<file path="config.mk">
export PLATFORM = sky130hd
export DESIGN_NAME = nibble_serial_subtractor
export DESIGN_NICKNAME = d
export VERILOG_FILES = /design/src/rtl/sub_pkg.sv /design/src/rtl/csa_slice.sv /design/src/rtl/nibble_serial_subtractor.sv
export SDC_FILE = /design/constraint.sdc
export NUM_CORES = 1
export LEC_CHECK = 0
export BUFFER_PORTS_ARGS = -buffer_cell sky130_fd_sc_hd__buf_2
export CAP_MARGIN = 20
export CORE_UTILIZATION = 34
export DETAILED_ROUTE_END_ITERATION = 7
export PLACE_DENSITY_LB_ADDON = 0.25
export SETUP_SLACK_MARGIN = 0.5
export SLEW_MARGIN = 20
export SYNTH_ARGS = -nofsm -noshare
export SYNTH_HDL_FRONTEND = slang
export SYNTH_SLANG_ARGS = --single-unit
</file>
<file path="constraint.sdc">
create_clock -name Clk -period 1.99 [get_ports Clk]
set_input_delay 0.0995 -clock Clk [delete_from_list [all_inputs] [get_ports Clk]]
set_output_delay 0.0995 -clock Clk [all_outputs]
set_load 0.02 [all_outputs]
</file>
<file path="src/rtl/sub_pkg.sv">
// sub_pkg
//   Shared definitions for the serial subtract path.
//   - DEF_WIDTH / DEF_SLICE : default operand width and bits handled per clock
//   - state_t               : control states of the serial subtractor
package sub_pkg;

  localparam int DEF_WIDTH = 16;
  localparam int DEF_SLICE = 4;

  typedef enum logic [1:0] {
    IDLE = 2'd0,
    RUN  = 2'd1,
    DONE = 2'd2
  } state_t;

endpackage

</file>
<file path="src/rtl/csa_slice.sv">
// csa_slice
//   Combinational SLICE-bit carry-select adder. Two ripple chains run in
//   parallel, one assuming carry-in 0 and one assuming carry-in 1; the real
//   carry-in then only has to drive the final select.
// Ports
//   a, b  in   SLICE  addends
//   cin   in   1      carry into the slice
//   sum   out  SLICE  a + b + cin (low SLICE bits)
//   cout  out  1      carry out of the slice
module csa_slice #(
  parameter int SLICE = 4
) (
  input  logic [SLICE-1:0] a,
  input  logic [SLICE-1:0] b,
  input  logic             cin,
  output logic [SLICE-1:0] sum,
  output logic             cout
);

  logic [SLICE:0]   c0;
  logic [SLICE:0]   c1;
  logic [SLICE-1:0] s0;
  logic [SLICE-1:0] s1;

  // Both speculative ripple chains, built bit by bit.
  always_comb begin
    c0    = '0;
    c1    = '0;
    s0    = '0;
    s1    = '0;
    c1[0] = 1'b1;
    for (int i = 0; i < SLICE; i++) begin
      s0[i]   = a[i] ^ b[i] ^ c0[i];
      c0[i+1] = (a[i] & b[i]) | (c0[i] & (a[i] ^ b[i]));
      s1[i]   = a[i] ^ b[i] ^ c1[i];
      c1[i+1] = (a[i] & b[i]) | (c1[i] & (a[i] ^ b[i]));
    end
  end

  // A carry out with cin=0 implies one with cin=1, so c0 alone decides when set.
  assign sum  = cin ? s1 : s0;
  assign cout = c0[SLICE] | (c1[SLICE] & cin);

endmodule

</file>
<file path="src/rtl/nibble_serial_subtractor.sv">
// nibble_serial_subtractor
//   Multi-cycle WIDTH-bit two's-complement subtractor computing A - B one
//   SLICE-bit slice per clock through a single carry-select slice. The
//   subtraction is done as A + ~B + 1, with the +1 seeded into the carry reg.
// Ports
//   Clk       in   1      rising-edge clock
//   Reset     in   1      asynchronous active-high reset, clears everything
//   Start     in   1      operation request, looked at only while idle
//   A, B      in   WIDTH  minuend / subtrahend, captured when Start is accepted
//   Busy      out  1      high while an operation is running or completing
//   Done      out  1      one-cycle pulse when results are valid
//   Diff      out  WIDTH  A - B modulo 2^WIDTH, held until the next Done
//   Borrow    out  1      set when unsigned A < B
//   Overflow  out  1      signed overflow of A - B
module nibble_serial_subtractor
  import sub_pkg::*;
#(
  parameter int WIDTH = DEF_WIDTH,
  parameter int SLICE = DEF_SLICE
) (
  input  logic             Clk,
  input  logic             Reset,
  input  logic             Start,
  input  logic [WIDTH-1:0] A,
  input  logic [WIDTH-1:0] B,
  output logic             Busy,
  output logic             Done,
  output logic [WIDTH-1:0] Diff,
  output logic             Borrow,
  output logic             Overflow
);

  localparam int NSLICES = WIDTH / SLICE;
  localparam int CNT_W   = (NSLICES > 1) ? $clog2(NSLICES) : 1;
  localparam logic [CNT_W-1:0] LAST_CNT = CNT_W'(NSLICES - 1);

  state_t           state;
  state_t           state_next;
  logic [WIDTH-1:0] op_a;
  logic [WIDTH-1:0] op_b;
  logic [WIDTH-1:0] result;
  logic [WIDTH-1:0] result_next;
  logic [CNT_W-1:0] cnt;
  logic             carry;
  logic             sign_a;
  logic             sign_b;
  logic [SLICE-1:0] slice_sum;
  logic             slice_cout;
  logic             last_slice;

  csa_slice #(
    .SLICE (SLICE)
  ) u_slice (
    .a    (op_a[SLICE-1:0]),
    .b    (op_b[SLICE-1:0]),
    .cin  (carry),
    .sum  (slice_sum),
    .cout (slice_cout)
  );

  assign last_slice = (cnt == LAST_CNT);

  // New slice enters at the top so after NSLICES shifts the LSB slice sits at the bottom.
  assign result_next = (result >> SLICE) | (WIDTH'(slice_sum) << (WIDTH - SLICE));

  always_ff @(posedge Clk or posedge Reset) begin
    if (Reset) begin
      state <= IDLE;
    end else begin
      state <= state_next;
    end
  end

  // Busy and Done decode only the state register so Start never reaches them combinationally.
  always_comb begin
    state_next = state;
    Busy       = 1'b0;
    Done       = 1'b0;
    case (state)
      IDLE: begin
        if (Start) begin
          state_next = RUN;
        end
      end
      RUN: begin
        Busy = 1'b1;
        if (last_slice) begin
          state_next = DONE;
        end
      end
      DONE: begin
        Busy       = 1'b1;
        Done       = 1'b1;
        state_next = IDLE;
      end
      default: begin
        state_next = IDLE;
      end
    endcase
  end

  // Operand shifters, carry chain and result outputs. Diff only updates on the
  // final slice so partial sums stay internal.
  always_ff @(posedge Clk or posedge Reset) begin
    if (Reset) begin
      op_a     <= '0;
      op_b     <= '0;
      result   <= '0;
      cnt      <= '0;
      carry    <= 1'b0;
      sign_a   <= 1'b0;
      sign_b   <= 1'b0;
      Diff     <= '0;
      Borrow   <= 1'b0;
      Overflow <= 1'b0;
    end else begin
      case (state)
        IDLE: begin
          if (Start) begin
            op_a   <= A;
            op_b   <= ~B;
            carry  <= 1'b1;
            cnt    <= '0;
            sign_a <= A[WIDTH-1];
            sign_b <= B[WIDTH-1];
          end
        end
        RUN: begin
          op_a   <= op_a >> SLICE;
          op_b   <= op_b >> SLICE;
          carry  <= slice_cout;
          cnt    <= cnt + 1'b1;
          result <= result_next;
          if (last_slice) begin
            Diff     <= result_next;
            Borrow   <= ~slice_cout;
            Overflow <= (sign_a != sign_b) && (result_next[WIDTH-1] != sign_a);
          end
        end
        default: begin
        end
      endcase
    end
  end

endmodule

</file>
Word level (Yosys, flattened, before mapping)
Index checks and enable logic that the tools add are counted.
{"block": "totals", "register_bits": 73, "latchBits": 0, "ramBits": 0, "rom_bits": 0, "input_bits": 35, "out_inout_bits": 20, "word_cells": 74, "n_memories": 0}
{"block": "classes", "add_sub_neg": 1, "mul": 0, "div": 0, "order_cmp": 0, "n_eq_ne": 7, "n_shift": 0, "muxes": 14, "bitwise_logic": 33, "reduce_logical": 8}
{"op": "case mux 16 bit (2 select lines)", "count": 2}
{"op": "two-way mux 16 bit", "count": 2}
{"op": "NOT 16 bit", "count": 1}
{"op": "OR 12 x 16 -> 16 bit", "count": 1}
{"op": "bitwise AND 1 bit", "count": 11}
{"op": "XOR 1 bit", "count": 10}
{"op": "OR 1 bit", "count": 8}
{"op": "case mux 2 bit (2 select lines)", "count": 2}
{"op": "AND reduction 2 bit", "count": 4}
{"op": "two-way mux 2 bit", "count": 3}
{"op": "equality test 2 bit, second input constant", "count": 2}
{"op": "two-way mux 4 bit", "count": 1}
{"op": "inequality test 2 bit, second input constant", "count": 2}
{"op": "two-way mux 1 bit", "count": 3}
{"op": "adder 2 x 1 -> 2 bit, second input constant", "count": 1}
{"op": "equality test 2 x 1 -> 1 bit, second input constant", "count": 1}
{"op": "logical NOT 2 bit", "count": 1}
{"op": "inequality test 1 bit", "count": 2}
{"op": "NOT 1 bit", "count": 2}
{"op": "case mux 1 bit (2 select lines)", "count": 1}
{"op": "nonzero test 2 bit", "count": 1}
{"op": "OR reduction 2 bit", "count": 1}
{"op": "logical AND 1 bit", "count": 1}

Longest topological paths before layout
{"block": "logic_depth", "ltp_word": 11, "depth_mapped": 8, "depth_no_buf": 7}

Modules after synthesis
Synthesis repeated with hierarchy kept, for this count alone.
{"block": "unflattened", "hier_cells": 281, "area_unflattened_um2": 3186.8}
{"mod": "nibble_serial_subtractor", "instances": 1, "cells_each": 258, "area_per_inst_um2": 3001.6, "seq_area_each_um2": 1726.7}
{"mod": "csa_slice", "instances": 1, "cells_each": 23, "area_per_inst_um2": 185.2, "seq_area_each_um2": 0.0}

Worst setup path after synthesis
OpenSTA, ideal clock, no wires.
{"block": "synth_timing", "path_type": "reg-to-reg", "start": "reg op_a[1]", "end": "reg Overflow", "setup_time_ps": 82, "arrival_time_ps": 1938, "required_time_ps": 1908, "path_slack_ps": -29, "path_stages_with_launch": 7, "synth_period_minus_slack_ps": 2019, "cell_sequence": "dfrtp_1 ha_1 nor2b_1 o31ai_1 a21oi_1 or4b_1 a31oi_1"}
{"block": "synth_between", "elab_chain_cells": 10, "word_cells_on_any_way": 16}
{"element": "from (decl)", "line": "nibble_serial_subtractor.sv:39", "source": "logic [WIDTH-1:0] op_a;"}
{"element": "from (signal assigned)", "line": "nibble_serial_subtractor.sv:129", "source": "op_a <= op_a >> SLICE;"}
{"element": "XOR 1 bit", "line": "csa_slice.sv:34, csa_slice.sv:36"}
{"element": "bitwise AND 1 bit, on equally long branches", "line": "csa_slice.sv:34, csa_slice.sv:36"}
{"element": "OR 1 bit, on equally long branches", "line": "csa_slice.sv:34, csa_slice.sv:36"}
{"element": "bitwise AND 1 bit, on equally long branches", "line": "csa_slice.sv:34, csa_slice.sv:36"}
{"element": "OR 1 bit, on equally long branches", "line": "csa_slice.sv:34, csa_slice.sv:36"}
{"element": "XOR 1 bit, on equally long branches", "line": "csa_slice.sv:33, csa_slice.sv:35"}
{"element": "two-way mux 4 bit (*)", "line": "csa_slice.sv:41", "source": "assign sum = cin ? s1 : s0;"}
{"element": "OR 12 x 16 -> 16 bit (*)", "line": "nibble_serial_subtractor.sv:64", "source": "assign result_next = (result >> SLICE) | (WIDTH'(slice_sum) << (WIDTH - SLICE));"}
{"element": "inequality test 1 bit (*)", "line": "nibble_serial_subtractor.sv:137", "source": "Overflow <= (sign_a != sign_b) && (result_next[WIDTH-1] != sign_a);"}
{"element": "logical AND 1 bit (*)", "line": "nibble_serial_subtractor.sv:137"}
{"element": "to (signal assigned)", "line": "nibble_serial_subtractor.sv:137"}
{"element": "to (decl)", "line": "nibble_serial_subtractor.sv:30", "source": "output logic Overflow"}
Every way passes the cells marked *; elsewhere a longest branch is shown, timed or not.
A chain may end at the register's enable or synchronous reset.

Worst setup path after layout
{"block": "layout_timing", "start": "reg op_a[2]", "end": "reg Overflow"}
{"block": "layout_between", "elab_chain_cells": 8, "word_cells_on_any_way": 12}
{"element": "XOR 1 bit", "line": "csa_slice.sv:34, csa_slice.sv:36"}
{"element": "bitwise AND 1 bit, on equally long branches", "line": "csa_slice.sv:34, csa_slice.sv:36"}
{"element": "OR 1 bit, on equally long branches", "line": "csa_slice.sv:34, csa_slice.sv:36"}
{"element": "XOR 1 bit, on equally long branches", "line": "csa_slice.sv:33, csa_slice.sv:35"}
{"element": "two-way mux 4 bit (*)", "line": "csa_slice.sv:41"}
{"element": "OR 12 x 16 -> 16 bit (*)", "line": "nibble_serial_subtractor.sv:64"}
{"element": "inequality test 1 bit (*)", "line": "nibble_serial_subtractor.sv:137"}
{"element": "logical AND 1 bit (*)", "line": "nibble_serial_subtractor.sv:137"}
Marked as above.

==> results.txt <==
area fraction of the dominant cell type after synthesis = 54.91%
Num CTS Buffers = 9
worst-case clock skew = 0.006444 ns
max-slew violation count = 0
switching portion of total power = 40.35%
Slew Limit Headroom = 75.24%
1st-iter DRT viols = 72
Leak Pwr = 2.049 nW
Global Route Usage Sum = 14.65%
DR pass1 iterations = 6
violated checks = design-rule violations
Internal Power = 5.394 mW
vias after detailed routing = 2,458
family with the most delay on the worst path = simple AND/OR/NAND/NOR gates
CTS tree = done
Initial Util = 35.53%
Fin Hold WS = 0.02216 ns
crit path time final = 1.962 ns
Yosys cell types = 32
area delta synth->final = 49.82%
Final Setup Violations = 0
Worst-Skew Late Latency = 0.34 ns
routability cong. = 0.7394
Die Height = 98.17 um
Clock Pin Slew Worst Setup and Hold Paths = 0.07 ns
#FFs+latches synth = 69
outcome = finished, violations left
clock sinks = 69
Reg power frac = 29.3%
Hold Path Class = in2reg
CP arrival = 2.22 ns
crit-path max FO = 4
fin nets = 426
most numerous cell in the Yosys netlist = dfrtp_1
RSZ-0062 raised after global routing = true
DIE AREA = 9636 um^2
Synthesis Warnings = 0
DRC = 2
H-tree levels = 3
FFs w/ async S/R, synth = 100.0%
Vias/cell = 4.966
HPWL Detailed = 4447 um
I/O Pins = 55
critical path type = reg2reg
top post-synthesis cells by area = dfrtp_1, mux2_1, a21oi_1
Antenna Cells = 0
crit path buf inv count = 0
final WL = 7781 um
clk root buf = clkbuf_8
Power per Cell Area = 1919 nW/um^2
vias in the first global route = 2,278
CP endpoint kind = register
Synth top cells by count = dfrtp_1, a21oi_1, nor2_1, mux2_1, nand2_1
share of post-route cells with drive strength above 1 = 52.71%
Max clock buf depth = 2
ys flop type = dfrtp_1
GRT overflow = 0
Critical Path Max Stage Delay = 0.45 ns
Clock power frac = 13.7%
die width = 98.17 um
Psw = 3.648 mW
max_cap viols = 0
Max VDD drop = 921.1 uV
Synth Instances = 297
Combinational Power Share = 57.1%
worst-margin pin slew = 0.3714 ns
synthesized area per cell = 10.59 um^2
WL per Instance = 15.72 um
CP cell instances = ha_4 -> or3b_4 -> and3_4 -> or4b_1 -> a31oi_1
Site Rows = 34
Post-synth EDFFs = 0
initial antenna violation count = 0
largest net degree at the start of global routing = 70
cell area after synthesis = 3144 um^2
Routed Antenna Nets = 0
Seq/Total Area, Yosys = 54.91%
Slowest cell on crit path = or4b_1
I/O Buffers = 54
Tcrit/Tclk final = 98.58%
Hold Fails Final Rpt = 0
Critical Path Source Type = register
fmax = 509.8 MHz
final core occ = 53.24%
area leader, netlist = dfrtp_1
core area = 8848 um^2
first-pass GRT wire length = 10,940 um
CP required = 2.25 ns
synthesized net count = 341
==> flip-flops by register name, indices dropped and copies added (netlist names) <==
signal    flops
Borrow        1
op_b         16
carry         1
op_a         16
cnt           2
Overflow      1
state         2
sign_a        1
result       12
Diff         16
sign_b        1
==> per-layer routing <==
metal,global-route usage [%],part of all wire (%),wire length (um)
met1,19.05,46,3582
met2,23.46,49,3839
met3,4.724,3.8,298
met4,4.133,0.78,61
met5,0,0,0
==> path summary, 6_finish.rpt <==
check	from	end	slack, ns	cells after the start
max	op_a[2]	Overflow	0.03	5
min	A[13]	op_a[13]	0.02	3
max reg2reg	op_a[2]	Overflow	0.03	5
min reg2reg	result[4]	result[4]	0.49	1
max in group asynchronous	Reset	op_b[0]	1.29	4
min in group asynchronous	Reset	result[5]	0.39	4
==> tightest hold or removal path: cells and delay by family <==
kind,cells,cell delay [ns]
buf+inv,1,0.08
compound gates,2,0.15
==> what timing repair did <==
action | CTS | global route
gates cloned | 0 | 8
endpoints found under the hold margin | 69 | 0
hold buffers | 1 | 0
buffers inserted | 6 | 10
setup endpoints to repair | 57 | 50
gates resized for setup | 11 | 127
pin swaps | 6 | 19
==> logic make-up after synthesis <==
kind of cell | Yosys count | share of synthesized area (%)
muxes | 41 | 14.13
DFF | 69 | 54.91
adders and majority gates | 9 | 3.581
AOI/OAI and AO/OA | 73 | 12.73
buffers and inverters | 29 | 3.462
xor gates and xnor gates | 4 | 1.114
and+or+nand+nor | 72 | 10.07
==> metrics by stage <==
step	total power, mW	setup slack, ns	instance area, um^2	instances	TNS, ns
2_1_floorplan	4.795	0.07660	3181	297	0
3_3_place_gp	5.591	0.03006	3637	454	0
3_5_place_dp	5.685	0.008670	3637	454	0
4_1_cts	7.165	0.01139	3953	477	0
5_1_grt	9.589	-0.05045	4711	495	-0.05045
6_report	9.042	0.02833	4711	495	0
==> layout make-up <==
cell class | count | area [um^2]
Timing Repair Buffer | 87 | 705.7
Multi-Input combinational cell | 199 | 1853
Sequential cell | 69 | 1727
Inverter | 16 | 76.32
Fill cell | 776 | 4138
Clock inverter | 7 | 90.09
Tap cell | 108 | 135.1
Clock buffer | 9 | 123.9
==> power groups by stage <==
stage	sequential [mW]	combinational, mW	clock (mW)
2_1_floorplan	2.62	2.17	0
5_1_grt	2.72	5.55	1.32
6_report	2.65	5.16	1.24
3_5_place_dp	2.52	3.17	0
4_1_cts	2.49	3.41	1.26
3_3_place_gp	2.48	3.11	0
==> cell usage in the layout, fill, tap and decap left out, types with 4 or more instances in the layout <==
master	netlist	layout
buf_6	0	4
dfrtp_1	69	69
buf_4	0	16
nor2b_1	7	6
nor2_1	40	13
a21oi_1	48	25
o22ai_1	4	4
buf_2	0	54
o21ai_1	9	9
mux2i_1	14	7
nor2_4	0	22
mux2_4	0	15
buf_12	0	6
nor2_2	0	5
mux2_1	22	10
clkinvlp_4	0	5
clkbuf_8	0	9
inv_1	13	9
a21oi_2	1	22
clkbuf_16	0	5
mux2i_2	0	4
nand2_1	17	13
ha_4	0	4
No activity file was read; power rests on OpenSTA's default activity.
